--- config.mk ---
export PLATFORM = sky130hd
export DESIGN_NAME = bcd_to_bin_seq
export DESIGN_NICKNAME = d
export VERILOG_FILES = /design/src/rtl/calc_pkg.sv /design/src/rtl/bcd_digit_adj.sv /design/src/rtl/bcd_to_bin_seq.sv
export SDC_FILE = /design/constraint.sdc
export NUM_CORES = 1
export LEC_CHECK = 0
export ABC_AREA = 1
export CAP_MARGIN = 20
export CORE_MARGIN = 1
export CORE_UTILIZATION = 49
export DETAILED_ROUTE_END_ITERATION = 8
export PLACE_DENSITY = 0.74
export SLEW_MARGIN = 20
export SYNTH_ARGS = -nofsm -noshare
export SYNTH_HDL_FRONTEND = slang
export SYNTH_SLANG_ARGS = --single-unit
--- constraint.sdc ---
create_clock -name clk -period 3.15 [get_ports clk]
set_clock_uncertainty 0.1 [all_clocks]
set_input_delay 0.315 -clock clk [delete_from_list [all_inputs] [get_ports clk]]
set_output_delay 0.315 -clock clk [all_outputs]
set_load 0.01 [all_outputs]
--- src/rtl/calc_pkg.sv ---
// Shared calculator-datapath definitions: converter FSM states, BCD digit
// constants and the minimum binary width needed for a given digit count.
package calc_pkg;

  typedef enum logic [1:0] {
    IDLE,
    CONV,
    DONE
  } state_t;

  localparam int unsigned BCD_MAX = 9;
  localparam int unsigned DIGIT_W = 4;

  // Smallest width w with 2^w > 10^digits - 1.
  function automatic int unsigned min_bin_w(input int unsigned digits);
    longint unsigned max_val;
    int unsigned     w;
    max_val = 64'd1;
    for (int unsigned i = 0; i < digits; i++) max_val = max_val * 64'd10;
    max_val = max_val - 64'd1;
    w = 0;
    for (int unsigned i = 0; i < 63; i++) begin
      if ((64'd1 << i) <= max_val) w = i + 1;
    end
    return w;
  endfunction

endpackage

--- src/rtl/bcd_digit_adj.sv ---
// One BCD digit correction step of reverse double-dabble: digits that reach
// 8 or more after the right shift are reduced by 3.
module bcd_digit_adj
  import calc_pkg::*;
(
  input  logic [DIGIT_W-1:0] digit,
  output logic [DIGIT_W-1:0] adjusted
);

  always_comb begin
    adjusted = digit;
    if (digit >= DIGIT_W'(8)) adjusted = digit - DIGIT_W'(3);
  end

endmodule

--- src/rtl/bcd_to_bin_seq.sv ---
// Iterative BCD-to-binary converter: one reverse double-dabble shift per
// clock with start/busy/done handshake and invalid-digit rejection.
module bcd_to_bin_seq
  import calc_pkg::*;
#(
  parameter int unsigned DIGITS = 4,
  parameter int unsigned BIN_W  = 14
) (
  input  logic                      clk,
  input  logic                      rst_n,
  input  logic                      start,
  input  logic [DIGIT_W*DIGITS-1:0] bcd_in,
  output logic                      busy,
  output logic                      done,
  output logic                      err,
  output logic [BIN_W-1:0]          bin_out
);

  localparam int unsigned BCD_W = DIGIT_W * DIGITS;
  localparam int unsigned CNT_W = (BIN_W > 1) ? $clog2(BIN_W) : 1;
  localparam logic [CNT_W-1:0]   LAST_CNT  = CNT_W'(BIN_W - 1);
  localparam logic [DIGIT_W-1:0] DIGIT_MAX = DIGIT_W'(BCD_MAX);

  if (BIN_W < min_bin_w(DIGITS)) begin : g_width_check
    $error("bcd_to_bin_seq: BIN_W too small for DIGITS");
  end

  state_t             state, state_next;
  logic [BCD_W-1:0]   sreg_bcd;
  logic [BIN_W-1:0]   acc;
  logic [CNT_W-1:0]   cnt;
  logic [BCD_W+BIN_W-1:0] shifted;
  logic [BCD_W-1:0]   bcd_shift;
  logic [BCD_W-1:0]   bcd_adj;
  logic [BIN_W-1:0]   acc_shift;
  logic               invalid;

  always_comb begin
    invalid = 1'b0;
    for (int unsigned i = 0; i < DIGITS; i++) begin
      if (bcd_in[i*DIGIT_W +: DIGIT_W] > DIGIT_MAX) invalid = 1'b1;
    end
  end

  // Shift first, then correct digits on the post-shift BCD value.
  always_comb begin
    shifted   = {sreg_bcd, acc} >> 1;
    bcd_shift = shifted[BCD_W+BIN_W-1:BIN_W];
    acc_shift = shifted[BIN_W-1:0];
  end

  for (genvar g = 0; g < DIGITS; g++) begin : g_adj
    bcd_digit_adj u_adj (
      .digit    (bcd_shift[g*DIGIT_W +: DIGIT_W]),
      .adjusted (bcd_adj[g*DIGIT_W +: DIGIT_W])
    );
  end

  always_ff @(posedge clk or negedge rst_n) begin
    if (!rst_n) state <= IDLE;
    else        state <= state_next;
  end

  always_comb begin
    state_next = state;
    case (state)
      IDLE: if (start) state_next = invalid ? DONE : CONV;
      CONV: if (cnt == LAST_CNT) state_next = DONE;
      DONE: state_next = IDLE;
      default: state_next = IDLE;
    endcase
  end

  always_comb begin
    busy = (state == CONV);
    done = (state == DONE);
  end

  always_ff @(posedge clk or negedge rst_n) begin
    if (!rst_n) begin
      sreg_bcd <= '0;
      acc      <= '0;
      cnt      <= '0;
      bin_out  <= '0;
      err      <= 1'b0;
    end else begin
      case (state)
        IDLE: begin
          if (start) begin
            sreg_bcd <= bcd_in;
            acc      <= '0;
            cnt      <= '0;
            if (invalid) begin
              bin_out <= '0;
              err     <= 1'b1;
            end
          end
        end
        CONV: begin
          sreg_bcd <= bcd_adj;
          acc      <= acc_shift;
          cnt      <= cnt + CNT_W'(1);
          if (cnt == LAST_CNT) begin
            bin_out <= acc_shift;
            err     <= 1'b0;
          end
        end
        default: ;
      endcase
    end
  end

endmodule

Yosys cells after proc, flatten, opt, wreduce, memory -nomap -nowiden
Index checks and enable logic that the tools add are counted.
{"block": "word_totals", "output_inout_bits": 17, "regBits": 51, "inputBits": 19}
{"block": "op_classes", "n_reduce_logical": 5, "order_cmp": 8, "muxes": 26, "addsub": 5, "eq_ne": 6}
{"op": "$mux W14", "count": 4}
{"op": "$pmux W14 S2", "count": 2}
{"op": "$pmux W16 S2", "count": 1}
{"op": "$mux W4", "count": 5}
{"op": "$gt A4 B4 Y1 const B", "count": 4}
{"op": "$mux W16", "count": 1}
{"op": "$ge A4 B4 Y1 const B", "count": 3}
{"op": "$sub A4 B2 Y4 const B", "count": 3}
{"op": "$pmux W4 S2", "count": 1}
{"op": "$mux W1", "count": 7}
{"op": "$mux W2", "count": 3}
{"op": "$add A4 B1 Y4 const B", "count": 1}
{"op": "$eq A4 B4 Y1 const B", "count": 1}
{"op": "$ge A3 B4 Y1 const B", "count": 1}
{"op": "$ne A2 B2 Y1 const B", "count": 2}
{"op": "$pmux W2 S2", "count": 1}
{"op": "$reduce_and A2 Y1", "count": 2}
{"op": "$reduce_and A4 Y1", "count": 1}
{"op": "$sub A3 B2 Y4 const B", "count": 1}
{"op": "$eq A2 B1 Y1 const B", "count": 1}
{"op": "$eq A2 B2 Y1 const B", "count": 1}
{"op": "$logic_not A2 Y1", "count": 1}
{"op": "$ne A2 B1 Y1 const B", "count": 1}
{"op": "$pmux W1 S2", "count": 1}
{"op": "$reduce_bool A2 Y1", "count": 1}

Logic depth before layout (Yosys ltp)
Gate-level depths: netlist of run 1.
{"block": "depth", "ltp_word": 8, "depth_mapped": 10, "mapped_depth_nobuf": 9}

By module
A second synthesis of run 1 with hierarchy kept.
{"block": "hier_totals", "hier_cells": 309, "area_unflattened_um2": 2646.3}
{"mod": "bcd_to_bin_seq", "seq_area_each_um2": 1251.2, "cells_per_inst": 245, "instances": 1, "area_per_inst_um2": 2290.9}
{"mod": "bcd_digit_adj", "seq_area_each_um2": 0.0, "cells_per_inst": 16, "instances": 4, "area_per_inst_um2": 88.8}

Worst setup path before layout of run 1
Ideal clock, no wire load.
{"block": "synth_path", "kind": "register to register", "start": "register cnt[1]", "end": "register bin_out[10]", "setup_ps": 67, "n_path_buf": 1, "t_required_ps": 2983, "synth_period_minus_slack_ps": 1375, "stages_incl_launch_ff": 8, "arrival_time_ps": 1208, "setup_slack_ps": 1775, "cell_sequence": "dfrtp_1 -> inv_1 -> ha_1 -> nand3_1 -> inv_1 -> clkbuf_1 -> nand4_1 -> nand2_1"}
{"block": "synth_between", "elab_chain_cells": 3}
{"item": "start, declared", "line_no": "bcd_to_bin_seq.sv:31", "source": "logic [CNT_W-1:0] cnt;"}
{"item": "start signal, assigned", "line_no": "bcd_to_bin_seq.sv:102", "source": "cnt <= cnt + CNT_W'(1);"}
{"item": "$eq A4 B4 Y1", "line_no": "bcd_to_bin_seq.sv:103", "source": "if (cnt == LAST_CNT) begin"}
{"item": "$ne A2 B1 Y1 (no source line)"}
{"item": "$reduce_and A4 Y1 (no source line)"}
{"item": "end signal, assigned", "line_no": "bcd_to_bin_seq.sv:104", "source": "bin_out <= acc_shift;"}
{"item": "end, declared", "line_no": "bcd_to_bin_seq.sv:16", "source": "output logic [BIN_W-1:0] bin_out"}
No other way between the ends.
A chain may end at the register's enable or synchronous reset.

Final worst setup path of run 1
{"block": "layout_path", "start": "register state[0]", "end": "output port busy"}
{"block": "layout_between", "elab_chain_cells": 1}
{"item": "start, declared", "line_no": "bcd_to_bin_seq.sv:28", "source": "state_t state, state_next;"}
{"item": "start signal, assigned", "line_no": "bcd_to_bin_seq.sv:61", "source": "else state <= state_next;"}
{"item": "$eq A2 B1 Y1", "line_no": "bcd_to_bin_seq.sv:75", "source": "busy = (state == CONV);"}
{"item": "end, declared", "line_no": "bcd_to_bin_seq.sv:13", "source": "output logic busy,"}
No other way between the ends.

==> results of run 1 <==
cell families (layout without fill, tap and decap cells):
| group | after synthesis | after routing | synth area share (%) |
|---|---|---|---|
| AOI/OAI and AO/OA | 62 | 62 | 14.82 |
| xor gates and xnor gates | 4 | 4 | 1.498 |
| adders and majority gates | 8 | 8 | 4.281 |
| buffers and inverters | 46 | 80 | 8.133 |
| DFF | 50 | 50 | 53.50 |
| and+or+nand+nor | 95 | 95 | 17.76 |
metrics by stage:
| step | hold slack [ns] | util (%) |
|---|---|---|
| after detailed placement | 0.3273 | 60.54 |
| after global placement | 0.3234 | 60.54 |
| after CTS | 0.3782 | 62.47 |
| after global routing | 0.3983 | 62.47 |
| after floorplan | -0.08059 | - |
| final | 0.3727 | 62.47 |
cell usage in the layout, fill, tap and decap left out, drive strengths merged:
master / n
clkdlybuf4s50: 34
nand4: 14
nor3: 1
buf: 4
nand2: 53
o22ai: 18
xor2: 4
ha: 8
dlygate4sd3: 1
a31oi: 3
nand3: 6
inv: 34
o21ai: 25
a22oi: 4
nor2: 21
a21oi: 12
dfrtp: 50
clkbuf: 7
final cells by class:
class	instances	area, sq um	area share [%]
tap	52	65.06	2.328
inverter	34	127.6	4.566
clock buffer	7	76.32	2.731
sequential	50	1251	44.76
timing repair buffer	39	377.9	13.52
multi-input combinational	169	897.1	32.09
routing by layer:
| layer | vias to the layer above | GRT usage, % |
|---|---|---|
| li1 | 944 | - |
| met5 | - | 0 |
| met3 | 8 | 4.986 |
| met1 | 880 | 28.76 |
| met2 | 33 | 35.58 |
| met4 | 0 | 8.444 |
power breakdown:
part	internal, mW	total (mW)	switching (mW)	leakage (nW)
Combinational	0.121	0.311	0.190	0.633
Clock	0.153	0.345	0.192	0.0383
Sequential	0.715	0.782	0.0675	0.656
Total	0.989	1.44	0.449	1.33
cells in the mapped netlist:
cell type / instances / area, sq um
o22ai_1: 18 / 112.6
nand2_1: 50 / 187.7
clkbuf_1: 3 / 11.26
ha_1: 8 / 100.1
a22oi_1: 4 / 30.03
inv_1: 31 / 116.4
nor2_1: 20 / 75.07
buf_6: 1 / 11.26
inv_2: 3 / 11.26
buf_2: 8 / 40.04
a21oi_1: 12 / 60.06
a31oi_1: 3 / 18.77
xor2_1: 4 / 35.03
o21ai_0: 25 / 125.1
nand3_1: 6 / 30.03
nor2_4: 1 / 11.26
nand2_2: 3 / 18.77
nand4_1: 14 / 87.58
dfrtp_1: 50 / 1251
nor3_1: 1 / 5.000
flip-flops by register name, summed over array words and instances (netlist names):
name / cells
acc: 13
bin_out: 14
cnt: 4
err: 1
sreg_bcd: 16
state: 2
worst min-delay path: stages (launching register included):
cell     delay [ns]
dfrtp_1        0.35
nand2_1        0.05
nand2_1        0.04
worst paths after layout:
path                       startpoint     endpoint  slack (ns)  cells past startpoint
min                        bin_out[1]   bin_out[1]        0.37                      2
min reg2reg                bin_out[1]   bin_out[1]        0.37                      2
max                          state[0]         busy        1.05                      3
max in group asynchronous       rst_n      acc[13]        1.72                      3
max reg2reg                  state[0]  bin_out[12]        1.26                      9
min in group asynchronous       rst_n  sreg_bcd[7]        0.52                      2
==> results.yml, run 1 <==
grt:
  antenna_found_initial: 0
  grt_overflow: 0
  track_usage_pct: 21.90
  grt_pass1_wl_um: 8542
  first_global_vias: 1908
  grt_max_degree: 35
drt:
  drtAntennaViolNets: 0
  num_vias: 1865
  met1_length_um: 2321
  vias_per_cell: 5.313
  wl_met3_um: 160
  routed_wl_um: 4738
  firstDrtPassIters: 8
  wl_met2_um: 2187
  routed.top_layer: "met4"
  drtIter0Drc: 66
  wl_per_cell_um: 13.50
  drc_errors: 2
setup_path:
  crit_fanout: 13
  path_class: "reg -> out"
  cp.required_ns: 2.73
  critPathCaptureType: "output pin"
  cp.arrival_ns: 1.68
  cp_cell_sequence: "inv_2, nor2_4, clkdlybuf4s50_1"
  startpoint_type: "flop"
  critical_path.slowest_cell: "clkdlybuf4s50_1"
  critPathBufInv: 2
  critPathMaxStageDelay_ns: 0.60
  critPathTopFamily: "buffers and inverters"
clocking:
  clockBufferDepth: 2
  ctsResizeCount: 0
  h-tree-depth: 2
  cts_tree: "done"
  clk_root_buffer_cell: "clkbuf_8"
  cts_sinks: 50
  post-cts-setup-buffers: 0
  cts-buffers-inserted: 5
  path_clk_slew_ns: 0.08
  clk_latency_ns: 0.30
  ctsHoldBuffers: 1
synthesis:
  synth_cells: 265
  seq_area_frac_synth_pct: 53.50
  synth_warnings: 0
  ys_types: 20
  netlist_area_sq_um: 2338
  synth-seq-cells: 50
  syn-num-nets: 292
  avgSynthCellArea_sq_um: 8.825
placed_design:
  io_buffers: 35
  dp_cells: 343
  place_ws_ns: 0.9527
  postPlaceCellArea_sq_um: 2709
  place_congestion: 0.8505
  hpwl_um: 3270
cells_and_area:
  finalNetCount: 326
  area_growth_pct: 19.53
  fill_cells: 412
  diodes: 0
  design_area_sq_um: 2795
  drive_above_1_share_pct: 5.351
  final_cells: 351
timing:
  setup_tns_ns: 0
  finalHoldViolCount: 0
  slew_viol_final: 0
  period_share_pct: 66.52
  timing.slew.headroom_pct: 49.55
  fmax_ghz: 0.4773
  layout_min_cycle_time_ns: 2.095
  rsz0062_at_grt: "false"
  worst_pin_slew_ns: 0.7568
  finalSetupViolations: 0
  setup_ws_ns: 1.055
floorplan:
  ios: 36
  core_sq_um: 4474
  die_w_um: 71.08
  die_area_sq_um: 5052
  initial_core_util_pct: 52.27
  die_h_um: 71.08
  num_rows: 24
run_status:
  violations: "design-rule violations"
  outcome: "finished with violations"
power:
  ir_worst_vdd_mv: 0.2567
  p_per_area_nw_per_um2: 514.7
  totalPowerFinal_mw: 1.439
  p_leak_nw: 1.328
hold_path:
  min_path_type: "reg -> reg"
run:
  cap_violations: 0
(Power assumes the default switching activity.)
==> run 2, diff against run 1 <==
==> constraint.sdc (replaced) <==
create_clock -name clk -period 2.1 [get_ports clk]
set_clock_uncertainty 0.1 [all_clocks]
set_input_delay 0.21 -clock clk [delete_from_list [all_inputs] [get_ports clk]]
set_output_delay 0.21 -clock clk [all_outputs]
set_load 0.01 [all_outputs]
==> results.yml, run 2 (synthesized netlist as in run 1, its figures left out) <==
power:
  p_per_area_nw_per_um2: 791.7
  p_sw_mw: 0.7405
  clkPwrFrac_pct: 26.5
  p_leak_nw: 1.358
  p_int_mw: 1.511
  p_sw_share_pct: 32.89
  sequentialPowerShare_pct: 52.0
  ir_worst_vdd_mv: 0.3586
  pwr-share-comb_pct: 21.5
drt:
  num_vias: 1928
  wl_per_cell_um: 14.01
  drc_errors: 2
  drtIter0Drc: 157
  vias_per_cell: 5.416
  routed_wl_um: 4987
  firstDrtPassIters: 6
  drtAntennaViolNets: 0
timing:
  rsz0062_at_grt: "false"
  setup_tns_ns: 0
  fmax_ghz: 0.5396
  finalSetupViolations: 0
  layout_min_cycle_time_ns: 1.853
  finalHoldViolCount: 0
  period_share_pct: 88.24
  hold_slack_ns: 0.3801
  timing.slew.headroom_pct: 57.92
  slew_viol_final: 0
  worst_pin_slew_ns: 0.6312
grt:
  grt_pass1_wl_um: 8597
  first_global_vias: 1876
  grt_max_degree: 51
  track_usage_pct: 22.22
  antenna_found_initial: 0
  grt_overflow: 0
clocking:
  clk_root_buffer_cell: "clkbuf_8"
  cts_tree: "done"
  cts-buffers-inserted: 5
  cts_sinks: 50
  h-tree-depth: 2
  clockBufferDepth: 2
  path_clk_slew_ns: 0.10
  ctsResizeCount: 0
  clk_latency_ns: 0.31
floorplan:
  num_rows: 24
  die_area_sq_um: 5052
  ios: 36
  core_sq_um: 4474
  die_h_um: 71.08
  die_w_um: 71.08
  initial_core_util_pct: 52.27
cells_and_area:
  fill_cells: 373
  finalNetCount: 330
  drive_above_1_share_pct: 7.566
  layout_common_cells: "50 x nand2_1, 50 x dfrtp_1, 34 x clkdlybuf4s50_1"
  top_register: "sreg_bcd"
  top_regs: "sreg_bcd: 16 flops, bin_out: 14 flops, acc: 13 flops"
  largest_register_ffs: 16
  final_cells: 356
  diodes: 0
  area_growth_pct: 21.62
  finalCoreUtilization_pct: 63.56
setup_path:
  r2r_setup_slack_ns: 0.54
  critPathMaxStageDelay_ns: 0.57
  crit_fanout: 5
  r2r-end: "sreg_bcd[8]"
  startpoint_type: "flop"
  critical_path.slowest_cell: "clkdlybuf4s50_1"
  worst_r2r_path_depth: 6
  path_class: "reg -> out"
  cp.arrival_ns: 1.54
  r2r_start: "state[0]"
  cp.required_ns: 1.79
  critPathCaptureType: "output pin"
  cp_cell_sequence: "inv_2, nor2_4, clkdlybuf4s50_1"
  crit_start: "state[0]"
placed_design:
  dp_cells: 347
  io_buffers: 35
  hpwl_um: 3374
  place_congestion: 0.7961
hold_path:
  hold_start: "bin_out[5]"
  holdPathStages: 2
  hold_end: "bin_out[5]"
  min_path_type: "reg -> reg"
run_status:
  violations: "design-rule violations"
  outcome: "finished with violations"
run:
  cap_violations: 0
[run 2: cell types whose count changed in the layout (fill, tap and decap cells not counted), sizes merged]
cell	previous run	this run
buf	4	8
clkbuf	7	5
clkinv	0	1
inv	34	36
[run 2: power by group through the flow]
| stage | logic, mW | clock network (mW) | registers (mW) |
|---|---|---|---|
| final | 0.483 | 0.597 | 1.17 |
| after global routing | 0.555 | 0.646 | 1.19 |
| after CTS | 0.485 | 0.617 | 1.17 |
| after detailed placement | 0.481 | 0 | 1.19 |
| after global placement | 0.467 | 0 | 1.19 |
| after floorplan | 0.326 | 0 | 1.17 |
[run 2: critical path: cells and delay by family, from the launching register on]
family / cells / cell delay (ns)
flops: 1 / 0.43
buf+inv: 2 / 0.64
simple gates: 1 / 0.16
[run 2: per-layer routing]
layer	global-route usage (%)	up-vias	part of all wire, %	wire, um
li1	-	953	-	-
met1	30.91	927	48	2369
met2	34.40	41	46	2295
met3	5.128	7	5.0	249
met4	8.000	0	1.5	73
met5	0	-	0	0
[run 2: what timing repair did]
action / in CTS / in global routing
endpoints found under the hold margin: 50 / 0
setup buffers: 0 / 0
hold buffers: 1 / 0
[run 2: worst max path at each step]
stage / end / slack [ns] / cells after the start
2_1_floorplan: bin_out[10] / 0.73 / 7
4_1_cts: busy / 0.23 / 3
3_3_place_gp: sreg_bcd[1] / 0.42 / 5
5_1_grt: busy / 0.19 / 3
3_5_place_dp: bin_out[1] / 0.42 / 8
6_report: busy / 0.25 / 3
[run 2: final cells by class]
cell class                      count  area [sq um]  share of cell area (%)
Sequential cell                    50          1251                   43.99
Multi-Input combinational cell    169         897.1                   31.54
Timing Repair Buffer               43         407.9                   14.34
Inverter                           34         127.6                   4.487
Clock buffer                        5         68.82                   2.420
Tap cell                           52         65.06                   2.288
Clock inverter                      3         26.28                  0.9239
[run 2: stage by stage]
| stage | worst slack (ns) | total power, mW | instance area [sq um] |
|---|---|---|---|
| after floorplan | 0.7252 | 1.496 | 2338 |
| after global placement | 0.4242 | 1.652 | 2739 |
| after detailed placement | 0.4177 | 1.673 | 2739 |
| after CTS | 0.2298 | 2.274 | 2844 |
| after global routing | 0.1866 | 2.388 | 2844 |
| final | 0.2469 | 2.252 | 2844 |
==> run 3, diff against run 2 <==
--- a/config.mk
+++ b/config.mk
@@ -7,10 +7,12 @@
 export LEC_CHECK = 0
 export ABC_AREA = 1
 export CAP_MARGIN = 20
+export CELL_PAD_IN_SITES_DETAIL_PLACEMENT = 0
+export CELL_PAD_IN_SITES_GLOBAL_PLACEMENT = 2
 export CORE_MARGIN = 1
-export CORE_UTILIZATION = 49
+export CORE_UTILIZATION = 32
 export DETAILED_ROUTE_END_ITERATION = 8
-export PLACE_DENSITY = 0.74
+export PLACE_DENSITY_LB_ADDON = 0.1
 export SLEW_MARGIN = 20
 export SYNTH_ARGS = -nofsm -noshare
 export SYNTH_HDL_FRONTEND = slang
==> constraint.sdc (replaced) <==
create_clock -name clk -period 2.1 [get_ports clk]
set_clock_uncertainty 0.1 [all_clocks]
set_input_delay 0.525 -clock clk [delete_from_list [all_inputs] [get_ports clk]]
set_output_delay 0.525 -clock clk [all_outputs]
set_load 0.01 [all_outputs]
==> results.yml, run 3 (synthesized netlist as in run 1, its figures left out) <==
cells_and_area:
  top_register: "sreg_bcd"
  diodes: 0
  design_area_sq_um: 2965
  largest_register_ffs: 16
  area_growth_pct: 26.81
  finalNetCount: 334
  drive_above_1_share_pct: 9.091
  finalCoreUtilization_pct: 42.70
  layout_common_cells: "50 x nand2_1, 50 x dfrtp_1, 32 x clkdlybuf4s50_1"
  top_regs: "sreg_bcd: 16 flops, bin_out: 14 flops, acc: 13 flops"
timing:
  hold_slack_ns: 0.09077
  setup_tns_ns: 0
  finalSetupViolations: 0
  rsz0062_at_grt: "false"
  period_share_pct: 87.81
  fmax_ghz: 0.5423
  layout_min_cycle_time_ns: 1.844
  slew_viol_final: 0
  worst_pin_slew_ns: 0.4883
  timing.slew.headroom_pct: 67.41
  finalHoldViolCount: 0
placed_design:
  postPlaceCellArea_sq_um: 2861
  place_congestion: 0.7040
  hpwl_um: 3825
  io_buffers: 35
clocking:
  cts-buffers-inserted: 5
  h-tree-depth: 2
  clk_latency_ns: 0.30
  path_clk_slew_ns: 0.09
  clockBufferDepth: 2
  clk_root_buffer_cell: "clkbuf_8"
  cts_sinks: 50
  ctsHoldBuffers: 0
  cts_tree: "done"
setup_path:
  critPathTopFamily: "buffers and inverters"
  critPathMaxStageDelay_ns: 0.54
  worst_r2r_path_depth: 7
  r2r-end: "sreg_bcd[4]"
  critical_path.slowest_cell: "clkdlybuf4s50_1"
  path_class: "reg -> out"
  r2r_start: "state[0]"
  startpoint_type: "flop"
  r2r_setup_slack_ns: 0.44
  critPathCaptureType: "output pin"
  cp.required_ns: 1.47
  cp_cell_sequence: "clkdlybuf4s50_1"
  cp.arrival_ns: 1.22
  crit_fanout: 2
  critPathBufInv: 1
floorplan:
  die_h_um: 87.49
  num_rows: 30
  ios: 36
  die_w_um: 87.49
  initial_core_util_pct: 33.68
  die_area_sq_um: 7654
  core_sq_um: 6944
run:
  cap_violations: 0
drt:
  wl_per_cell_um: 14.17
  routed.top_layer: "met4"
  wl_met3_um: 230
  wl_met2_um: 2529
  firstDrtPassIters: 4
  drtAntennaViolNets: 0
  num_vias: 1902
  met1_length_um: 2880
  routed_wl_um: 5723
  drc_errors: 0
  vias_per_cell: 4.708
  drtIter0Drc: 81
grt:
  first_global_vias: 1847
  grt_max_degree: 51
  grt_pass1_wl_um: 9515
  track_usage_pct: 16.69
  antenna_found_initial: 0
  grt_overflow: 0
hold_path:
  min_path_type: "in -> async"
power:
  p_leak_nw: 1.409
  ir_worst_vdd_mv: 0.3212
  totalPowerFinal_mw: 2.298
  p_per_area_nw_per_um2: 775.0
run_status:
  outcome: "finished clean"
==> run 3: cell type report <==
type / instances / area, sq um
fill: 696 / 3979
tap: 96 / 120.1
sequential: 50 / 1251
clock inverter: 2 / 12.51
multi-input combinational: 169 / 897.1
timing repair buffer: 47 / 474.2
clock buffer: 6 / 82.58
inverter: 34 / 127.6
==> run 3: worst register-to-register path, delay by kind of cell (launching register included) <==
family	cells	cell delay [ns]
AO/OA/AOI/OAI	3	0.32
buffers and inverters	3	0.60
flip-flops	1	0.42
AND/OR/NAND/NOR	1	0.11
==> run 3: stage by stage <==
| stage | worst slack, ns | instances |
|---|---|---|
| floorplan | 0.6980 | 265 |
| global placement | 0.09133 | 395 |
| detailed placement | 0.06843 | 395 |
| CTS | 0.02699 | 404 |
| global route | 0.1932 | 404 |
| finish | 0.2560 | 404 |
==> run 3: how the worst max path moves through the flow <==
stage	slack, ns	depth (start not counted)	startpoint	to
3_3_place_gp	0.09	6	start	sreg_bcd[9]
5_1_grt	0.19	1	bin_out[12]	bin_out[12]
6_report	0.26	1	bin_out[12]	bin_out[12]
2_1_floorplan	0.70	3	state[0]	busy
3_5_place_dp	0.07	6	start	sreg_bcd[9]
4_1_cts	0.03	3	state[1]	done
==> run 3: repair_timing <==
| action | 4_1_cts | 5_1_grt |
|---|---|---|
| buffers inserted | 1 | 0 |
| resized for setup | 1 | 1 |
| endpoints found under the setup margin | 1 | 1 |
==> run 3: routing by layer <==
metal | vias up | global-route usage, %
met4 | 0 | 5.961
met3 | 7 | 2.844
met2 | 35 | 25.07
met1 | 898 | 24.12
li1 | 962 | -
met5 | - | 0
==> run 3: power breakdown <==
part	total, mW	switching [mW]	internal [mW]	leakage [nW]
combinational	0.525	0.303	0.221	0.705
sequential	1.18	0.107	1.07	0.656
clock	0.595	0.329	0.265	0.0472
